`config.mk`:
```
export PLATFORM = sky130hd
export DESIGN_NAME = riscv_timer_intc_flat
export DESIGN_NICKNAME = d
export VERILOG_FILES = /design/src/rtl/riscv_timer_pkg.sv /design/src/rtl/riscv_timer_intc_if.sv /design/src/rtl/riscv_irq_sync.sv /design/src/rtl/riscv_timer_intc.sv /design/src/flat_wrapper.sv
export SDC_FILE = /design/constraint.sdc
export NUM_CORES = 1
export LEC_CHECK = 0
export CAP_MARGIN = 0
export CORE_ASPECT_RATIO = 0.75
export CORE_MARGIN = 4
export CORE_UTILIZATION = 63
export CTS_CLUSTER_SIZE = 14
export DETAILED_ROUTE_END_ITERATION = 10
export HOLD_SLACK_MARGIN = 0.02
export PLACE_DENSITY = 0.83
export SYNTH_ARGS = -nofsm -noshare
export SYNTH_HDL_FRONTEND = slang
export SYNTH_SLANG_ARGS = --single-unit
```
`constraint.sdc`:
```
create_clock -name clk_i -period 9.3 [get_ports clk_i]
set_clock_uncertainty 0.15 [all_clocks]
set_input_delay 2.325 -clock clk_i [delete_from_list [all_inputs] [get_ports clk_i]]
set_output_delay 2.325 -clock clk_i [all_outputs]
set_load 0.02 [all_outputs]
```
`src/rtl/riscv_timer_pkg.sv`:
```
// Shared definitions for the machine-timer / external-interrupt front end:
// register offsets (addr_i[4:2]), CTRL bit layout, the CTRL struct and
// reset constants. CTRL.PSC only carries state when the
// RISCV_TIMER_PRESCALE_EN macro is defined; it reads as zero otherwise.
package riscv_timer_pkg;

    // Prescaler width; ctrl_t depends on it, so it lives here.
    localparam int PSW = 8;

    // Word offsets decoded from addr_i[4:2]. Offsets 6 and 7 are reserved.
    localparam logic [2:0] MTIME_LO_OFF    = 3'd0;
    localparam logic [2:0] MTIME_HI_OFF    = 3'd1;
    localparam logic [2:0] MTIMECMP_LO_OFF = 3'd2;
    localparam logic [2:0] MTIMECMP_HI_OFF = 3'd3;
    localparam logic [2:0] CTRL_OFF        = 3'd4;
    localparam logic [2:0] EXT_PEND_OFF    = 3'd5;

    // Bit positions inside the CTRL word.
    localparam int CTRL_EN_BIT  = 0;
    localparam int CTRL_TIE_BIT = 1;
    localparam int CTRL_EIE_BIT = 2;
    localparam int CTRL_PSC_LSB = 8;

    // mtimecmp resets to all ones so no timer interrupt fires before software
    // programs a deadline.
    localparam logic [63:0] MTIMECMP_RST = 64'hFFFF_FFFF_FFFF_FFFF;

    typedef struct packed {
        logic [PSW-1:0] psc;
        logic           eie;
        logic           tie;
        logic           en;
    } ctrl_t;

    // Pack the CTRL struct into its bus-visible 32-bit layout.
    function automatic logic [31:0] ctrl_to_word(input ctrl_t c);
        logic [31:0] word;
        word                         = '0;
        word[CTRL_EN_BIT]            = c.en;
        word[CTRL_TIE_BIT]           = c.tie;
        word[CTRL_EIE_BIT]           = c.eie;
        word[CTRL_PSC_LSB +: PSW]    = c.psc;
        return word;
    endfunction

endpackage

```
`src/rtl/riscv_timer_intc_if.sv`:
```
// Word-wide load/store port between the core's MEM stage and the timer block.
// Access protocol: there is no valid/ready pair. sel_i qualifies an access for
// exactly one cycle; a write (sel_i & we_i) is committed at the next rising
// clock edge and is never back-pressured; rdata_o is purely combinational from
// addr_i, so a load returns data in the same cycle it is presented.
interface riscv_timer_intc_if #(
    parameter int DW    = 32,
    parameter int ADDRW = 12
);
    logic             sel_i;
    logic             we_i;
    logic [ADDRW-1:0] addr_i;
    logic [DW-1:0]    wdata_i;
    logic [DW-1:0]    rdata_o;

    modport master (
        output sel_i,
        output we_i,
        output addr_i,
        output wdata_i,
        input  rdata_o
    );

    modport slave (
        input  sel_i,
        input  we_i,
        input  addr_i,
        input  wdata_i,
        output rdata_o
    );
endinterface

```
`src/rtl/riscv_irq_sync.sv`:
```
// Two-flop synchronizer for an asynchronous interrupt request followed by a
// rising-edge detector. rise_o is high for one clock when the synchronized
// level goes 0 -> 1.
module riscv_irq_sync (
    input  logic clk_i,
    input  logic rst_ni,
    input  logic async_i,
    output logic rise_o
);
    logic sync1_q, sync1_d;
    logic sync2_q, sync2_d;
    logic prev_q,  prev_d;

    // Next-state: shift the request through the sync chain and history flop.
    always_comb begin
        sync1_d = async_i;
        sync2_d = sync1_q;
        prev_d  = sync2_q;
    end

    // Synchronizer and edge-history registers.
    always_ff @(posedge clk_i) begin
        if (!rst_ni) begin
            sync1_q <= 1'b0;
            sync2_q <= 1'b0;
            prev_q  <= 1'b0;
        end else begin
            sync1_q <= sync1_d;
            sync2_q <= sync2_d;
            prev_q  <= prev_d;
        end
    end

    assign rise_o = sync2_q & ~prev_q;

endmodule

```
`src/rtl/riscv_timer_intc.sv`:
```
// Machine timer and external-interrupt front end feeding t_intr / e_intr of the
// pipelined core. Holds a 64-bit mtime, a 64-bit mtimecmp, CTRL and an
// external-interrupt pending latch, all reachable through a word-wide
// load/store port with combinational reads.
// Build option: define RISCV_TIMER_PRESCALE_EN to include the tick prescaler
// and CTRL.PSC; without it mtime advances every cycle while EN=1.
module riscv_timer_intc #(
    parameter int DW    = 32,
    parameter int ADDRW = 12
) (
    input  logic                     clk_i,
    input  logic                     rst_ni,
    riscv_timer_intc_if.slave        bus,
    input  logic                     ext_irq_i,
    output logic                     t_intr,
    output logic                     e_intr
);
    import riscv_timer_pkg::*;

    logic [ADDRW-1:0] addr;
    logic [DW-1:0]    wdata;
    logic [DW-1:0]    rdata;
    logic [2:0]       reg_idx;
    logic             wr_en;

    assign addr    = bus.addr_i;
    assign wdata   = bus.wdata_i;
    assign wr_en   = bus.sel_i & bus.we_i;
    assign reg_idx = addr[4:2];

    // Byte-lane and upper offset bits carry no meaning for this block.
    logic unused_addr_bits;
    assign unused_addr_bits = ^{addr[ADDRW-1:5], addr[1:0]};

    logic wr_mtime_lo, wr_mtime_hi, wr_cmp_lo, wr_cmp_hi, wr_ctrl, wr_pend;

    assign wr_mtime_lo = wr_en && (reg_idx == MTIME_LO_OFF);
    assign wr_mtime_hi = wr_en && (reg_idx == MTIME_HI_OFF);
    assign wr_cmp_lo   = wr_en && (reg_idx == MTIMECMP_LO_OFF);
    assign wr_cmp_hi   = wr_en && (reg_idx == MTIMECMP_HI_OFF);
    assign wr_ctrl     = wr_en && (reg_idx == CTRL_OFF);
    assign wr_pend     = wr_en && (reg_idx == EXT_PEND_OFF);

    logic [63:0] mtime_q,    mtime_d;
    logic [63:0] mtimecmp_q, mtimecmp_d;
    ctrl_t       ctrl_q,     ctrl_d;
    logic        pending_q,  pending_d;
    logic        t_intr_q,   t_intr_d;
    logic        e_intr_q,   e_intr_d;
    logic        tick;
    logic        ext_rise;

    riscv_irq_sync u_irq_sync (
        .clk_i   (clk_i),
        .rst_ni  (rst_ni),
        .async_i (ext_irq_i),
        .rise_o  (ext_rise)
    );

`ifdef RISCV_TIMER_PRESCALE_EN
    logic [PSW-1:0] psc_cnt_q, psc_cnt_d;

    // Prescaler: count 0..PSC and emit one tick when the count hits PSC.
    always_comb begin
        psc_cnt_d = psc_cnt_q;
        tick      = 1'b0;
        if (ctrl_q.en) begin
            if (psc_cnt_q == ctrl_q.psc) begin
                tick      = 1'b1;
                psc_cnt_d = '0;
            end else begin
                psc_cnt_d = psc_cnt_q + 1'b1;
            end
        end else begin
            psc_cnt_d = '0;
        end
        // Reprogramming CTRL restarts the division phase.
        if (wr_ctrl) begin
            psc_cnt_d = '0;
        end
    end

    // Prescale count register.
    always_ff @(posedge clk_i) begin
        if (!rst_ni) begin
            psc_cnt_q <= '0;
        end else begin
            psc_cnt_q <= psc_cnt_d;
        end
    end
`else
    // Without the prescaler mtime advances on every enabled cycle.
    assign tick = ctrl_q.en;
`endif

    // Next-state for mtime: a software write to either half pre-empts the tick.
    always_comb begin
        mtime_d = mtime_q;
        if (wr_mtime_lo) begin
            mtime_d = {mtime_q[63:32], wdata[31:0]};
        end else if (wr_mtime_hi) begin
            mtime_d = {wdata[31:0], mtime_q[31:0]};
        end else if (tick) begin
            mtime_d = mtime_q + 64'd1;
        end
    end

    // Next-state for mtimecmp and CTRL.
    always_comb begin
        mtimecmp_d = mtimecmp_q;
        ctrl_d     = ctrl_q;
        if (wr_cmp_lo) begin
            mtimecmp_d[31:0] = wdata[31:0];
        end
        if (wr_cmp_hi) begin
            mtimecmp_d[63:32] = wdata[31:0];
        end
        if (wr_ctrl) begin
            ctrl_d.en  = wdata[CTRL_EN_BIT];
            ctrl_d.tie = wdata[CTRL_TIE_BIT];
            ctrl_d.eie = wdata[CTRL_EIE_BIT];
`ifdef RISCV_TIMER_PRESCALE_EN
            ctrl_d.psc = wdata[CTRL_PSC_LSB +: PSW];
`else
            ctrl_d.psc = '0;
`endif
        end
    end

    // Pending latch and interrupt outputs. A new edge beats a same-cycle
    // write-1-to-clear so a request arriving during the clear is not lost.
    // e_intr follows the next pending value so it tracks the latch without
    // an extra cycle of delay.
    always_comb begin
        pending_d = pending_q;
        if (wr_pend && wdata[0]) begin
            pending_d = 1'b0;
        end
        if (ext_rise) begin
            pending_d = 1'b1;
        end
        t_intr_d = ctrl_q.tie & (mtime_q >= mtimecmp_q);
        e_intr_d = ctrl_q.eie & pending_d;
    end

    // Architectural state registers; reset overrides any same-cycle write.
    always_ff @(posedge clk_i) begin
        if (!rst_ni) begin
            mtime_q    <= '0;
            mtimecmp_q <= MTIMECMP_RST;
            ctrl_q     <= '0;
            pending_q  <= 1'b0;
            t_intr_q   <= 1'b0;
            e_intr_q   <= 1'b0;
        end else begin
            mtime_q    <= mtime_d;
            mtimecmp_q <= mtimecmp_d;
            ctrl_q     <= ctrl_d;
            pending_q  <= pending_d;
            t_intr_q   <= t_intr_d;
            e_intr_q   <= e_intr_d;
        end
    end

    // Combinational read mux; reserved offsets read as zero.
    always_comb begin
        rdata = '0;
        case (reg_idx)
            MTIME_LO_OFF:    rdata = mtime_q[31:0];
            MTIME_HI_OFF:    rdata = mtime_q[63:32];
            MTIMECMP_LO_OFF: rdata = mtimecmp_q[31:0];
            MTIMECMP_HI_OFF: rdata = mtimecmp_q[63:32];
            CTRL_OFF:        rdata = ctrl_to_word(ctrl_q);
            EXT_PEND_OFF:    rdata = {{(DW-1){1'b0}}, pending_q};
            default:         rdata = '0;
        endcase
    end

    assign bus.rdata_o = rdata;
    assign t_intr      = t_intr_q;
    assign e_intr      = e_intr_q;

endmodule

```
`src/flat_wrapper.sv`:
```
// flat-port wrapper written by rule: the top's interface ports become plain ports
module riscv_timer_intc_flat import riscv_timer_pkg::*;
#(
    parameter int DW    = 32,
    parameter int ADDRW = 12
)
  (clk_i, rst_ni, ext_irq_i, t_intr, e_intr, bus_sel_i, bus_we_i, bus_addr_i, bus_wdata_i, bus_rdata_o);
  riscv_timer_intc_if #(.DW(DW), .ADDRW(ADDRW)) bus_i ();
  input  logic clk_i;
  input  logic rst_ni;
  input  logic ext_irq_i;
  output logic t_intr;
  output logic e_intr;
  input wire logic [$bits(bus_i.sel_i)-1:0] bus_sel_i;
  input wire logic [$bits(bus_i.we_i)-1:0] bus_we_i;
  input wire logic [$bits(bus_i.addr_i)-1:0] bus_addr_i;
  input wire logic [$bits(bus_i.wdata_i)-1:0] bus_wdata_i;
  output wire logic [$bits(bus_i.rdata_o)-1:0] bus_rdata_o;
  assign bus_i.sel_i = bus_sel_i;
  assign bus_i.we_i = bus_we_i;
  assign bus_i.addr_i = bus_addr_i;
  assign bus_i.wdata_i = bus_wdata_i;
  assign bus_rdata_o = bus_i.rdata_o;
  riscv_timer_intc #(.DW(DW), .ADDRW(ADDRW)) u_core (.clk_i(clk_i), .rst_ni(rst_ni), .bus(bus_i), .ext_irq_i(ext_irq_i), .t_intr(t_intr), .e_intr(e_intr));
endmodule
```
==> results.md <==
* # IOs at 83
* Hold buffers post-CTS at 0
* Cell Rows at 36
* Worst path top cell family by delay: buffers and inverters
* Ranking of synthesized cells by area: dfxtp_1 33%, ha_1 9.7%, o211ai_1 6.6%, nand2_1 6.2%, a21oi_1 3.8%
* Post-route clock period utilization at 84.9%
* Worst Max-Slew Pin Slew at 1.24 ns
* # H-tree levels at 4
* Yosys top cell by area: dfxtp_1
* Max Root-Sink Buffers at 2
* Number of synthesized flops with an enable pin at 0
* Hold Slack at 0.293 ns
* Critical-path cell list: clkdlybuf4s50_1 -> nor2b_1 -> nor2b_2 -> buf_4 -> a221o_1 -> clkdlybuf4s50_1
* Synth warn at 0
* Worst Path Max Fanout at 17
* Register area share after synthesis at 32.6%
* Leak pwr at 4.09 nW
* P&R area growth vs syn at 15.9%
* Crit path DAT at 5.42 ns
* All-layer global routing usage at 33.8%
* Critical path endpoint category: output pin
* Peak supply drop at 126 uV
* Crit path max-delay cell type: clkdlybuf4s50_1
* Setup-failing EPs final at 0
* CP most frequent cell: clkdlybuf4s50_1
* Layout Nets at 1194
* Vias in the first global route at 7889
* IO Port Bufs at 73
* Power Density at 147 mW/mm^2
* GRT Residual Overflow at 0
* Worst Setup Path Type: input port to output pin
* Core area at 0.0130 sq mm
* Post-synthesis cell type count at 67
* Drt total wl at 25.9 mm
* Fin Setup TNS at 0 ns
* Total clock buffers created by CTS at 17
* Drt wl/cell at 20.5 um
* Synthesized area at 0.00843 sq mm
* Layout cells sized above 1 at 6.22%
* Layout Utilization at 75.0%
* Gate count of the mapped netlist at 1047
* Initial DRT Pass Iterations at 5
* Antenna Diode Count at 0
* Number of nets with antenna violations after routing at 0
* Layout Cells excl Fill at 1264
* CP startpoint kind: input port
* Worst EP required at 6.83 ns
* Inst Count DP at 1232
* Post-cts sizing count at 0
* Achievable frequency at 127 MHz
* Clk_lat worst skew at 0.43 ns
* Rel. slew slack at 17.2%
* Via density at 6.78
* CTS Sinks at 137
* WP buf/inv at 3
* Post-synth top flop: dfxtp_1
* Die X at 142 um
* Vias at 8569
* Final Hold Vio Count at 0
* Die height at 108 um
* Avg Inst Size Synth at 8.05 sq um
* Post-CTS setup buffer count at 0
* Initial antenna violation count at 0
* DPL Wire Length at 17.5 mm
* RSZ-0062 raised after global routing: false
* Share of the synthesized area in the top cell type at 32.6%
* First-pass GRT wire length at 41.5 mm
* Largest net degree at the start of global routing at 65
* Final Slew Violations at 0
* Reg2reg setup slack at 6.11 ns
* Worst path max stage delay at 0.78 ns
* Syn nets at 1161
* First-iteration detailed-routing DRC count at 1047
* Minimum clock period at 7.90 ns
* Starting Density at 64.7%
* Yosys reg bits at 137
* Die ar. at 0.0153 sq mm
* Run status: completed
* TritonCTS clock tree: built
* Clock-pin slew on the worst setup and hold paths at 0.06 ns
* CTS root buf: clkbuf_16
* DRC at 0
* RD Place Congestion at 0.934
* Max-Cap Viols at 0
* Post-synthesis async set-or-reset flop share at 0%
* Hold crit path type: flop to flop
[placed cells by master, fill, tap and decap left out, drive strengths merged, types with 5 or more instances in the layout]
master           n
a22o            29
nor2            55
ha              65
and3            12
xnor2           10
and4             7
mux2             5
or3             17
xor2            10
a221o           30
inv             77
clkbuf          19
a31oi           18
o211ai          74
nand3           37
clkinv           7
a21o             7
o21ai           41
a21oi           65
nand2          140
mux2i           10
a211oi          16
nor2b            6
nand4           24
and2             7
clkdlybuf4s50   72
nor3            14
nor4            11
or4              6
buf             12
dfxtp          137
[cell usage after synthesis, types with 4 or more instances]
library cell / instances
or4_1: 5
nor3b_1: 4
inv_1: 74
mux2_2: 5
a221o_1: 30
and4_1: 7
a31oi_1: 18
xnor2_1: 10
xor2_1: 10
and2_1: 7
a21oi_1: 64
a21o_1: 7
o21a_1: 4
nor3_1: 13
nor2b_1: 6
nor2_1: 55
a22o_1: 29
dfxtp_1: 137
nand4_1: 24
mux2i_1: 10
nand2_1: 140
o21ai_0: 41
a211oi_1: 16
or3_1: 16
nor4_1: 10
ha_1: 65
and3_1: 12
clkbuf_1: 63
o311ai_0: 4
nand3_1: 35
o211ai_1: 74
[final timing paths]
path,start,endpoint,depth (start not counted)
min reg2reg,u_core.u_irq_sync.sync1_q,u_core.u_irq_sync.prev_d,1
max,bus_addr_i[3],bus_rdata_o[17],6
min,u_core.u_irq_sync.sync1_q,u_core.u_irq_sync.prev_d,1
max reg2reg,u_core.mtime_q[9],u_core.mtime_q[59],7
[sequential cells by signal, indices dropped and copies added (netlist names)]
name	flops
u_core.tick	1
u_core.ctrl_q	2
u_core.pending_q	1
u_core.mtime_q	64
u_core.u_irq_sync.prev_d	1
u_core.t_intr	1
u_core.u_irq_sync.prev_q	1
u_core.u_irq_sync.sync1_q	1
u_core.mtimecmp_q	64
u_core.e_intr	1
[layout make-up]
type | instances | area (sq um)
clock buffer | 19 | 433
clock inverter | 13 | 146
timing repair buffer | 84 | 808
inverter | 75 | 282
multi-input combinational | 765 | 5140
fill | 1001 | 3250
sequential | 137 | 2740
tap | 171 | 214
[worst register-to-register path: stages (launching register included)]
cell and delay [ns]:
dfxtp_1 0.49, nand3_2 0.12, or4_4 0.65, nor4_2 0.24, buf_4 0.25, nand3_1 0.44
or4_1 0.62, a31oi_1 0.16
[metal layers]
metal	part of all wire, %	vias up	track usage, %
met2	42	517	49.3
met1	45	4027	49.3
met5	0	-	0
met3	11	61	7.34
li1	-	3964	-
met4	2.4	0	11.5
[cells by family after synthesis]
group	after synthesis	synth area share, %
adder cells (fa/ha/maj)	65	9.65
AND/OR/NAND/NOR	353	20.9
AO/OA/AOI/OAI	312	26.3
flip-flops	137	32.6
multiplexers	15	1.86
XOR/XNOR	20	2.08
buffers and inverters	145	6.67
[power breakdown]
part	total [mW]	internal, mW	leakage (nW)	switching, mW
combinational	0.145	0.0628	2.70	0.0822
sequential	0.614	0.599	1.11	0.0146
clock	0.677	0.397	0.278	0.279
total	1.44	1.06	4.09	0.376
[metrics by stage]
step	setup WS (ns)	area, sq um	power (mW)
final	1.40	9770	1.44
after floorplan	2.83	8430	0.700
after global routing	1.24	9770	1.47
after global placement	1.49	9190	0.765
after detailed placement	1.43	9190	0.767
after CTS	1.44	9770	1.43
(Power assumes the default switching activity.)
